## src/rtl/ram_arbiter.sv

```systemverilog
// ram_arbiter: two valid/ready requesters sharing one single-port RAM.
// Round-robin with bounded bursts, registered command, tagged read return.
module ram_arbiter #(
  parameter int ADDR_W    = 8,
  parameter int DATA_W    = 8,
  parameter int MAX_BURST = 4
) (
  input  logic              sys_clk,
  input  logic              sys_rst,
  input  logic              a_valid,
  input  logic              a_we,
  input  logic [ADDR_W-1:0] a_addr,
  input  logic [DATA_W-1:0] a_wdata,
  output logic              a_ready,
  output logic              a_rvalid,
  output logic [DATA_W-1:0] a_rdata,
  input  logic              b_valid,
  input  logic              b_we,
  input  logic [ADDR_W-1:0] b_addr,
  input  logic [DATA_W-1:0] b_wdata,
  output logic              b_ready,
  output logic              b_rvalid,
  output logic [DATA_W-1:0] b_rdata,
  output logic              ram_en,
  output logic              ram_we,
  output logic [ADDR_W-1:0] ram_addr,
  output logic [DATA_W-1:0] ram_wdata,
  input  logic [DATA_W-1:0] ram_rdata
);

  localparam int CNT_W = (MAX_BURST > 1) ? $clog2(MAX_BURST) : 1;
  localparam logic [CNT_W-1:0] CNT_LAST = CNT_W'(MAX_BURST - 1);

  typedef enum logic [1:0] {
    OWN_NONE,
    OWN_A,
    OWN_B
  } owner_t;

  owner_t           owner;
  logic [CNT_W-1:0] burst_cnt;
  logic             last_b;
  logic             hit;
  logic             grant_a;
  logic             grant_b;
  logic             accept;
  logic             same;
  logic             other_valid;
  logic             win_we;
  logic [ADDR_W-1:0] win_addr;
  logic [DATA_W-1:0] win_wdata;
  logic             t1_valid;
  logic             t1_b;
  logic             t2_valid;
  logic             t2_b;

  assign hit = (burst_cnt == CNT_LAST);

  // Priority: continuing burst, forced hand-over, then round-robin.
  always_comb begin
    grant_a = 1'b0;
    grant_b = 1'b0;
    if (!sys_rst) begin
      if (owner == OWN_A && a_valid && !hit) begin
        grant_a = 1'b1;
      end else if (owner == OWN_B && b_valid && !hit) begin
        grant_b = 1'b1;
      end else if (owner == OWN_A && hit && b_valid) begin
        grant_b = 1'b1;
      end else if (owner == OWN_B && hit && a_valid) begin
        grant_a = 1'b1;
      end else if (a_valid && b_valid) begin
        grant_a = last_b;
        grant_b = !last_b;
      end else begin
        grant_a = a_valid;
        grant_b = b_valid;
      end
    end
  end

  assign a_ready     = grant_a;
  assign b_ready     = grant_b;
  assign accept      = grant_a | grant_b;
  assign same        = (owner == OWN_A && grant_a) ||
                       (owner == OWN_B && grant_b);
  assign other_valid = grant_b ? a_valid : b_valid;
  assign win_we      = grant_b ? b_we    : a_we;
  assign win_addr    = grant_b ? b_addr  : a_addr;
  assign win_wdata   = grant_b ? b_wdata : a_wdata;

  always_ff @(posedge sys_clk) begin
    if (sys_rst) begin
      owner     <= OWN_NONE;
      burst_cnt <= '0;
      last_b    <= 1'b1;
      ram_en    <= 1'b0;
      ram_we    <= 1'b0;
      ram_addr  <= '0;
      ram_wdata <= '0;
      t1_valid  <= 1'b0;
      t1_b      <= 1'b0;
      t2_valid  <= 1'b0;
      t2_b      <= 1'b0;
    end else begin
      t2_valid <= t1_valid;
      t2_b     <= t1_b;
      t1_valid <= accept & !win_we;
      t1_b     <= grant_b;
      ram_en   <= accept;
      ram_we   <= accept & win_we;
      if (accept) begin
        ram_addr  <= win_addr;
        ram_wdata <= win_wdata;
        last_b    <= grant_b;
        if (same) begin
          // a lone requester keeps restarting its burst
          burst_cnt <= other_valid ? burst_cnt + 1'b1 : '0;
        end else begin
          owner     <= grant_b ? OWN_B : OWN_A;
          burst_cnt <= '0;
        end
      end else begin
        owner     <= OWN_NONE;
        burst_cnt <= '0;
      end
    end
  end

  assign a_rvalid = t2_valid & !t2_b;
  assign b_rvalid = t2_valid & t2_b;
  assign a_rdata  = a_rvalid ? ram_rdata : '0;
  assign b_rdata  = b_rvalid ? ram_rdata : '0;

endmodule

```

## config.mk

```make
export PLATFORM = sky130hd
export DESIGN_NAME = ram_arbiter
export DESIGN_NICKNAME = d
export VERILOG_FILES = /design/src/rtl/ram_arbiter.sv
export SDC_FILE = /design/constraint.sdc
export NUM_CORES = 1
export LEC_CHECK = 0
export CORE_MARGIN = 1.5
export CORE_UTILIZATION = 25
export DETAILED_ROUTE_END_ITERATION = 7
export PLACE_DENSITY = 0.62
export RECOVER_POWER = 50
export SLEW_MARGIN = 25
export SYNTH_ARGS = -nofsm -noshare
export SYNTH_HDL_FRONTEND = slang
export SYNTH_SLANG_ARGS = --single-unit
```

## constraint.sdc

```tcl
create_clock -name sys_clk -period 2.2 [get_ports sys_clk]
set_clock_uncertainty 0.2 [all_clocks]
set_input_delay 0.33 -clock sys_clk [delete_from_list [all_inputs] [get_ports sys_clk]]
set_output_delay 0.33 -clock sys_clk [all_outputs]
set_load 0.005 [all_outputs]
```

* Word level (Yosys, flattened, before mapping) *
Index checks and enable logic that the tools add are counted.

storage, ports and cells
  register bits = 27
  input bits = 46
  output and inout bits = 38
  word-level logic and storage cells = 60

operators by class
  add/sub/neg operators = 1
  bitwise gates (word level) = 8
  equal/unequal tests = 3
  mux-type cells = 19
  reductions and logical operators = 18

operator list
  operator                                                          number
  8-bit 2-to-1 mux                                                  4
  1-bit 2-to-1 mux                                                  14
  1-bit logical AND                                                 11
  1-bit AND                                                         4
  2-bit == test (second input constant)                             2
  1-bit zero test                                                   4
  4-bit OR reduction                                                1
  1-bit inverter                                                    3
  2-bit by 1-bit adder with 2-bit output (second input constant)    1
  2-bit by 1-bit == test with 1-bit output (second input constant)  1
  2-bit 2-to-1 mux                                                  1
  2-bit OR reduction                                                1
  1-bit logical OR                                                  1
  1-bit OR                                                          1

* Depth between registers and ports, before layout *
Gate-level depths: netlist of the first run.

  depth after elaboration = 12
  mapped depth = 6
  mapped depth without buffers = 5

* Least setup slack after synthesis of the first run *
Ideal clock, no wire load.

  path kind = flip-flop to output port
  start = reg burst_cnt[0]
  end = out b_ready
  path slack = 0.423 ns
  cell stages (with the launch flop) = 7
  arrival = 1.247 ns
  data required time = 1.670 ns
  buffers on the path = 1
  cells stage by stage = dfxtp_1 > ha_1 > nor2b_1 > o32ai_2 > nand2b_4 > buf_6 > nor2_1

on the way
  cells in the longest elaborated chain, start to end = 8
  elaborated cells on any way between the ends = 13
  classes of those cells = 1 x eq/ne; 5 x mux; 7 x reduce/logical

ends and longest elaborated chain
  what                            line  text
  start: declaration              41    logic [CNT_W-1:0] burst_cnt;
  start signal: assignment        118   burst_cnt <= other_valid ? burst_cnt + 1'b1 : '0;
  2-bit == test *                 57    assign hit = (burst_cnt == CNT_LAST);
  1-bit logical AND (2 in a row)  70    end else if (owner == OWN_B && hit && a_valid) begin
  1-bit 2-to-1 mux                70
  1-bit 2-to-1 mux                68    end else if (owner == OWN_A && hit && b_valid) begin
  1-bit 2-to-1 mux                66    end else if (owner == OWN_B && b_valid && !hit) begin
  1-bit 2-to-1 mux *              64    if (owner == OWN_A && a_valid && !hit) begin
  1-bit 2-to-1 mux *              63    if (!sys_rst) begin
  end: declaration                21    output logic b_ready,

Mark *: on every way between the ends. The rest lies on a longest branch, timed or not.

* Worst setup path in the final report of the first run *
  start = reg burst_cnt[0]
  end = out a_ready

on the way
  cells in the longest elaborated chain, start to end = 8
  elaborated cells on any way between the ends = 13
  classes of those cells = 1 x eq/ne; 5 x mux; 7 x reduce/logical

ends and longest elaborated chain
  what                            line  text
  2-bit == test *                 57
  1-bit logical AND (2 in a row)  70
  1-bit 2-to-1 mux                70
  1-bit 2-to-1 mux                68
  1-bit 2-to-1 mux                66
  1-bit 2-to-1 mux *              64
  1-bit 2-to-1 mux *              63
  end: declaration                14    output logic a_ready,

Marks and branches as above.

==> results of run 1 <==
repair_timing:
item	CTS	global route
setup endpoints to repair	2	1
resized for setup	6	2
pin swaps	1	1
gates cloned	0	0
per-layer routing:
| layer | global-route usage (%) | up-vias | wire, um |
|---|---|---|---|
| li1 | - | 647 | - |
| met1 | 15.0 | 554 | 1470 |
| met2 | 21.7 | 63 | 1570 |
| met3 | 4.47 | 4 | 351 |
| met4 | 4.53 | 0 | 39 |
| met5 | 0 | - | 0 |
logic make-up after synthesis:
logic type,after synthesis,synth area share [%]
DFF,27,42.9
AOI/OAI and AO/OA,22,18.5
muxes,1,0.794
buffers and inverters,11,5.75
xor gates and xnor gates,1,0.695
and+or+nand+nor,73,30.5
adders and majority gates,1,0.992
layout by cell type (no fill, tap or decap):
master	count
nor2_1	37
dfxtp_1	27
and3b_1	1
o21ai_0	1
and2b_1	1
and3_1	9
o221a_2	11
dlygate4sd3_1	19
nor3_1	1
o32ai_1	1
o211ai_2	1
buf_12	1
nand3_4	1
nand3b_1	1
buf_4	5
a21oi_1	2
clkdlybuf4s50_1	61
nor2b_1	3
nor2b_4	1
o32ai_2	1
dlygate4sd2_1	2
nor2b_2	1
mux2i_2	1
clkbuf_8	3
nand2_1	4
inv_1	2
ha_2	1
clkbuf_1	1
nand2b_1	3
xor2_1	1
or2_2	1
clkbuf_2	4
and2_1	9
o221a_1	5
area by class of cell:
cell class                 instances  area, um^2  share of cell area, %
inverter                           2        7.51                  0.338
clock buffer                       4        45.0                   2.03
tap                               67        83.8                   3.77
multi-input combinational         98         649                   29.2
timing repair buffer              92         896                   40.3
sequential                        27         541                   24.3
worst paths after layout:
kind         slack (ps)  cells after the start      endpoint    startpoint
max reg2reg         160                      6  ram_wdata[7]  burst_cnt[0]
min reg2reg         240                      1          t2_b          t1_b
min                 240                      1          t2_b          t1_b
max                 110                      6       a_ready  burst_cnt[0]
worst max-delay path: stages (launching register included):
cell	delay, ps
dfxtp_1	320
ha_2	200
nor2b_2	170
o211ai_2	190
nand3_4	90
nor2_1	70
dlygate4sd2_1	270
power breakdown:
part           internal, mW  switching (mW)  total, mW  leakage, nW
Clock                 0.130           0.147      0.277       0.0228
Combinational         0.178           0.100      0.278        0.709
Sequential            0.526          0.0192      0.546        0.224
Total                 0.834           0.267       1.10        0.956
sequential cells by signal (all words and copies together) (netlist names), 2 cells and up:
signal,cells
owner,2
ram_addr,8
ram_wdata,8
burst_cnt,2
stage by stage:
| stage | worst slack [ps] | util, % | total power [mW] |
|---|---|---|---|
| after detailed placement | -184 | 45.8 | 0.860 |
| after global routing | 13.1 | 46.4 | 1.17 |
| after CTS | 44.2 | 46.8 | 1.14 |
| final | 107 | 46.4 | 1.10 |
| after floorplan | 423 | - | 0.672 |
| after global placement | -152 | 45.8 | 0.858 |
==> impl_results.md, run 1 <==
* # diodes at 0
* First-pass detailed-route iteration total at 4
* Clock Path Buffers at 2
* Worst VDD drop at 0.213 mV
* Inst Count DP at 286
* Final setup viols at 0
* Top post-synthesis cells by area: dfxtp_1, nor2_1, o221a_2
* RSZ-0062 raised after global routing: no
* Final hold vios at 0
* Core area at approximately 4800 um^2
* GR Overflow Total at 0
* Yosys warns at 0
* Crit Path Max Fanout at 3
* GRT Total Usage at 12.8%
* Post-DP HPWL at approximately 2600 um
* Placement Cell Area at between 2000 and 2500 um^2
* Area Overhead vs Synth at 76.2%
* CTS tree: built
* Synthesized area per cell at 9.27 um^2
* Cts hold-fix bufs at 0
* GP Congestion at 0.884
* Wire length per cell after detailed routing at about 12 um
* Die Ht at 74.0 um
* Post-synthesis cell count at 136
* Cell Pwr Density at 495 nW/um^2
* Static Leak at 0.956 nW
* Via count at 1,268
* Worst Tran Pin Value at 524 ps
* Cell with the most instances after synthesis: nor2_1
* DRT iter0 DRCs at 25
* Post-Route WL at 3440 um
* Max Cap Violations at 0
* Max transition margin at 65.1%
* CTS Sinks at 27
* Postcts setup bufs at 0
* Cell Area, Synth at between 1000 and 1500 um^2
* Crit path arrival time at 1560 ps
* Outcome: finished clean
* Crit. End Element: primary output
* Clk_lat worst skew at around 260 ps
* Element type at the critical path start: flip-flop
* Post-synthesis cell type count at 30
* Cell row count at 25
* Post-synth top cells: nor2_1, dfxtp_1, o221a_2
* Worst EP required at approximately 1700 ps
* Synth Flop Type: dfxtp_1
* EDFF count, synth at 0
* Fillers at 482
* I/O pin count at 84
* Total die area at 5480 um^2
* Min-Delay Path Class: reg -> reg
* Fin crit share at 95.1%
* Via-per-instance ratio at 4.37
* H-tree depth at 1
* Share of cells above drive strength 1 at about 14%
* Final Max Slew Viols at 0
* Vias in the first global route at 1,208
* Post-synth ARST share at 0%
* Period minus WS final at approximately 2100 ps
* Final Cell Area at 2220 um^2
* TritonCTS Buffers at 3
* TNS Setup at 0 ps
* Pin count of the biggest net entering global routing at 27
* DR DRC count at 0
* Clk root buf: clkbuf_8
* Final Non-Filler Cells at 290
* Chip width at 74.0 um
* Initial antenna violation count at 0
* Initial core utilization at between 20% and 30%
* Global-route wire length before repair at about 5500 um
* Synth top area share at 42.9%
* Synth area leader: dfxtp_1
* Crit Path Class: reg -> out
* Clk slew on worst S/H paths at 90 ps
* Flops & latches, synth at 27
* Buffers on Ports at 83
* Net Count, Synth at 183
* ANT nets after route at 0
* Register area share after synthesis at ~43%
* Achievable Freq at 0.478 GHz
* Fin Hold WS at 243 ps
* Nets at 271
Note: power is estimated with default switching activity, not from simulation.
==> run 2, diff against run 1 <==
--- a/config.mk
+++ b/config.mk
@@ -8,6 +8,7 @@
 export CORE_MARGIN = 1.5
 export CORE_UTILIZATION = 25
 export DETAILED_ROUTE_END_ITERATION = 7
+export GPL_TIMING_DRIVEN = 0
 export PLACE_DENSITY = 0.62
 export RECOVER_POWER = 50
 export SLEW_MARGIN = 25
==> impl_results.md, run 2 (synthesized netlist as in run 1, its figures left out) <==
* Fin crit share at 96.7% (was 95.1%)
* # diodes at 0 (unchanged)
* CTS Sinks at 27 (unchanged)
* Total die area at 5480 um^2 (unchanged)
* Crit path arrival time at 1600 ps (was 1560 ps)
* DR DRC count at 0 (unchanged)
* Final Cell Area at 2250 um^2 (was 2220 um^2)
* Clock Path Buffers at 2 (unchanged)
* Cell Pwr Density at 503 nW/um^2 (was 495 nW/um^2)
* Initial core utilization at 26.4% (unchanged)
* Crit-path cells: ha_2, mux2i_2, nand3b_1, nand3_4, nor2_1, dlygate4sd2_1 (was ha_2, nor2b_2, o211ai_2, nand3_4, nor2_1, dlygate4sd2_1)
* Max transition margin at 69.8% (was 65.1%)
* Clk_lat worst skew at 270 ps (was 260 ps)
* GRT Total Usage at 13.0% (was 12.8%)
* Wire length per cell after detailed routing at 11.9 um (was 11.8 um)
* Slowest-stage cell, CP: dfxtp_2 (was dfxtp_1)
* Crit Path Max Fanout at 3 (unchanged)
* Final Total Pwr at 1.13 mW (was 1.10 mW)
* Largest regs: ram_addr: 8 flops, ram_wdata: 8 flops (unchanged)
* TritonCTS Buffers at 3 (unchanged)
* Via count at 1,296 (was 1,268)
* Worst EP required at 1670 ps (about the same)
* Clk root buf: clkbuf_8 (unchanged)
* DRT iter0 DRCs at 24 (was 25)
* Worst Tran Pin Value at 453 ps (was 524 ps)
* Max Cap Violations at 0 (unchanged)
* Clk slew on worst S/H paths at 90 ps (about the same)
* Post-DP HPWL at 2620 um (was 2600 um)
* Highest-count cells in the layout ignoring fill and taps: clkdlybuf4s50_1, nor2_1, dfxtp_1 (unchanged)
* ANT nets after route at 0 (unchanged)
* H-tree depth at 1 (unchanged)
* Cell row count at 25 (unchanged)
* I/O pin count at 84 (unchanged)
* GR Overflow Total at 0 (unchanged)
* RSZ-0062 raised after global routing: yes (was no)
* Static Leak at 0.934 nW (was 0.956 nW)
* Post-Route WL at 3480 um (was 3440 um)
* Via-per-instance ratio at 4.42 (was 4.37)
* Share of cells above drive strength 1 at 17.3% (was 14.3%)
* GP Congestion at 0.625 (was 0.884)
* Final setup viols at 0 (unchanged)
* Element type at the critical path start: flip-flop (unchanged)
* Crit Path Class: reg -> out (unchanged)
* Final Max Slew Viols at 0 (unchanged)
* First-pass detailed-route iteration total at 4 (unchanged)
* Outcome: finished clean (unchanged)
* Period minus WS final at 2130 ps (was 2090 ps)
* Cts hold-fix bufs at 0 (unchanged)
* Crit-path max cell delay at 330 ps (was 320 ps)
* Worst VDD drop at 0.184 mV (was 0.213 mV)
* Die Ht at 74.0 um (unchanged)
* Initial antenna violation count at 0 (unchanged)
* Buffers on Ports at 82 (was 83)
* Global-route wire length before repair at 5620 um (was 5470 um)
* Min-Delay Path Class: reg -> reg (unchanged)
* Achievable Freq at 0.470 GHz (was 0.478 GHz)
* Placement Cell Area at 2170 um^2 (was 2190 um^2)
* Pin count of the biggest net entering global routing at 16 (was 27)
* Area Overhead vs Synth at 78.4% (was 76.2%)
* CTS tree: built (unchanged)
* TNS Setup at 0 ps (unchanged)
* Final hold vios at 0 (unchanged)
* Core area at 4790 um^2 (unchanged)
* Fillers at 476 (was 482)
* Nets at 274 (was 271)
* Vias in the first global route at 1,247 (was 1,208)
* Commonest non-fill, non-tap cell in the layout: clkdlybuf4s50_1 (unchanged)
* Crit. End Element: primary output (unchanged)
* Chip width at 74.0 um (unchanged)
## run 2: repair_timing
action                                  CTS  global route
resized for setup                         8             9
endpoints found under the setup margin   11            10
buffers inserted                          5             2
pin swaps                                 2             1
## run 2: through the flow
stage	hold WS [ps]	utilization (%)	std cells	setup WS [ps]
2_1_floorplan	214	-	136	423
3_3_place_gp	217	45.3	285	-502
3_5_place_dp	229	45.3	285	-478
4_1_cts	247	46.6	292	3.20
5_1_grt	259	47.0	293	-3.52
6_report	243	47.0	293	72.2
## run 2: power breakdown
part / switching, mW / internal, mW
clock network: 0.158 / 0.127
logic: 0.101 / 0.196
registers: 0.0236 / 0.527
## run 2: path summary, 6_finish.rpt
path / startpoint / endpoint / slack [ps] / depth (start not counted)
hold reg to reg: t1_valid / t2_valid / 240 / 1
hold / removal: t1_valid / t2_valid / 240 / 1
setup / recovery: burst_cnt[0] / a_ready / 70 / 6
setup reg to reg: burst_cnt[0] / ram_wdata[1] / 160 / 8
## run 2: area by class of cell
cell class	count	area (um^2)	area share (%)
clock inverter	1	5.00	0.222
timing repair buffer	88	858	38.2
tap	67	83.8	3.73
buffer	7	43.8	1.95
inverter	2	7.51	0.334
sequential	27	548	24.4
multi-input combinational	98	662	29.4
clock buffer	3	41.3	1.84
## run 2: layer usage
metal / up-vias / GRT usage (%) / routed length [um]
met5: - / 0 / 0
met4: 0 / 3.70 / 17
li1: 657 / - / -
met2: 59 / 21.1 / 1580
met3: 2 / 4.61 / 373
met1: 578 / 16.2 / 1510
## run 2: worst max-delay path, delay by kind of cell (launching register included)
kind	cells	cell delay (ps)
DFF	1	330
and+or+nand+nor	3	310
adders and majority gates	1	190
buffers and inverters	1	280
muxes	1	210
==> run 3, diff against run 2 <==
--- a/config.mk
+++ b/config.mk
@@ -5,6 +5,7 @@
 export SDC_FILE = /design/constraint.sdc
 export NUM_CORES = 1
 export LEC_CHECK = 0
+export CAP_MARGIN = 20
 export CORE_MARGIN = 1.5
 export CORE_UTILIZATION = 25
 export DETAILED_ROUTE_END_ITERATION = 7
==> results of run 3 <==
The final DEF is identical to that of run 2; final timing and power are the same.
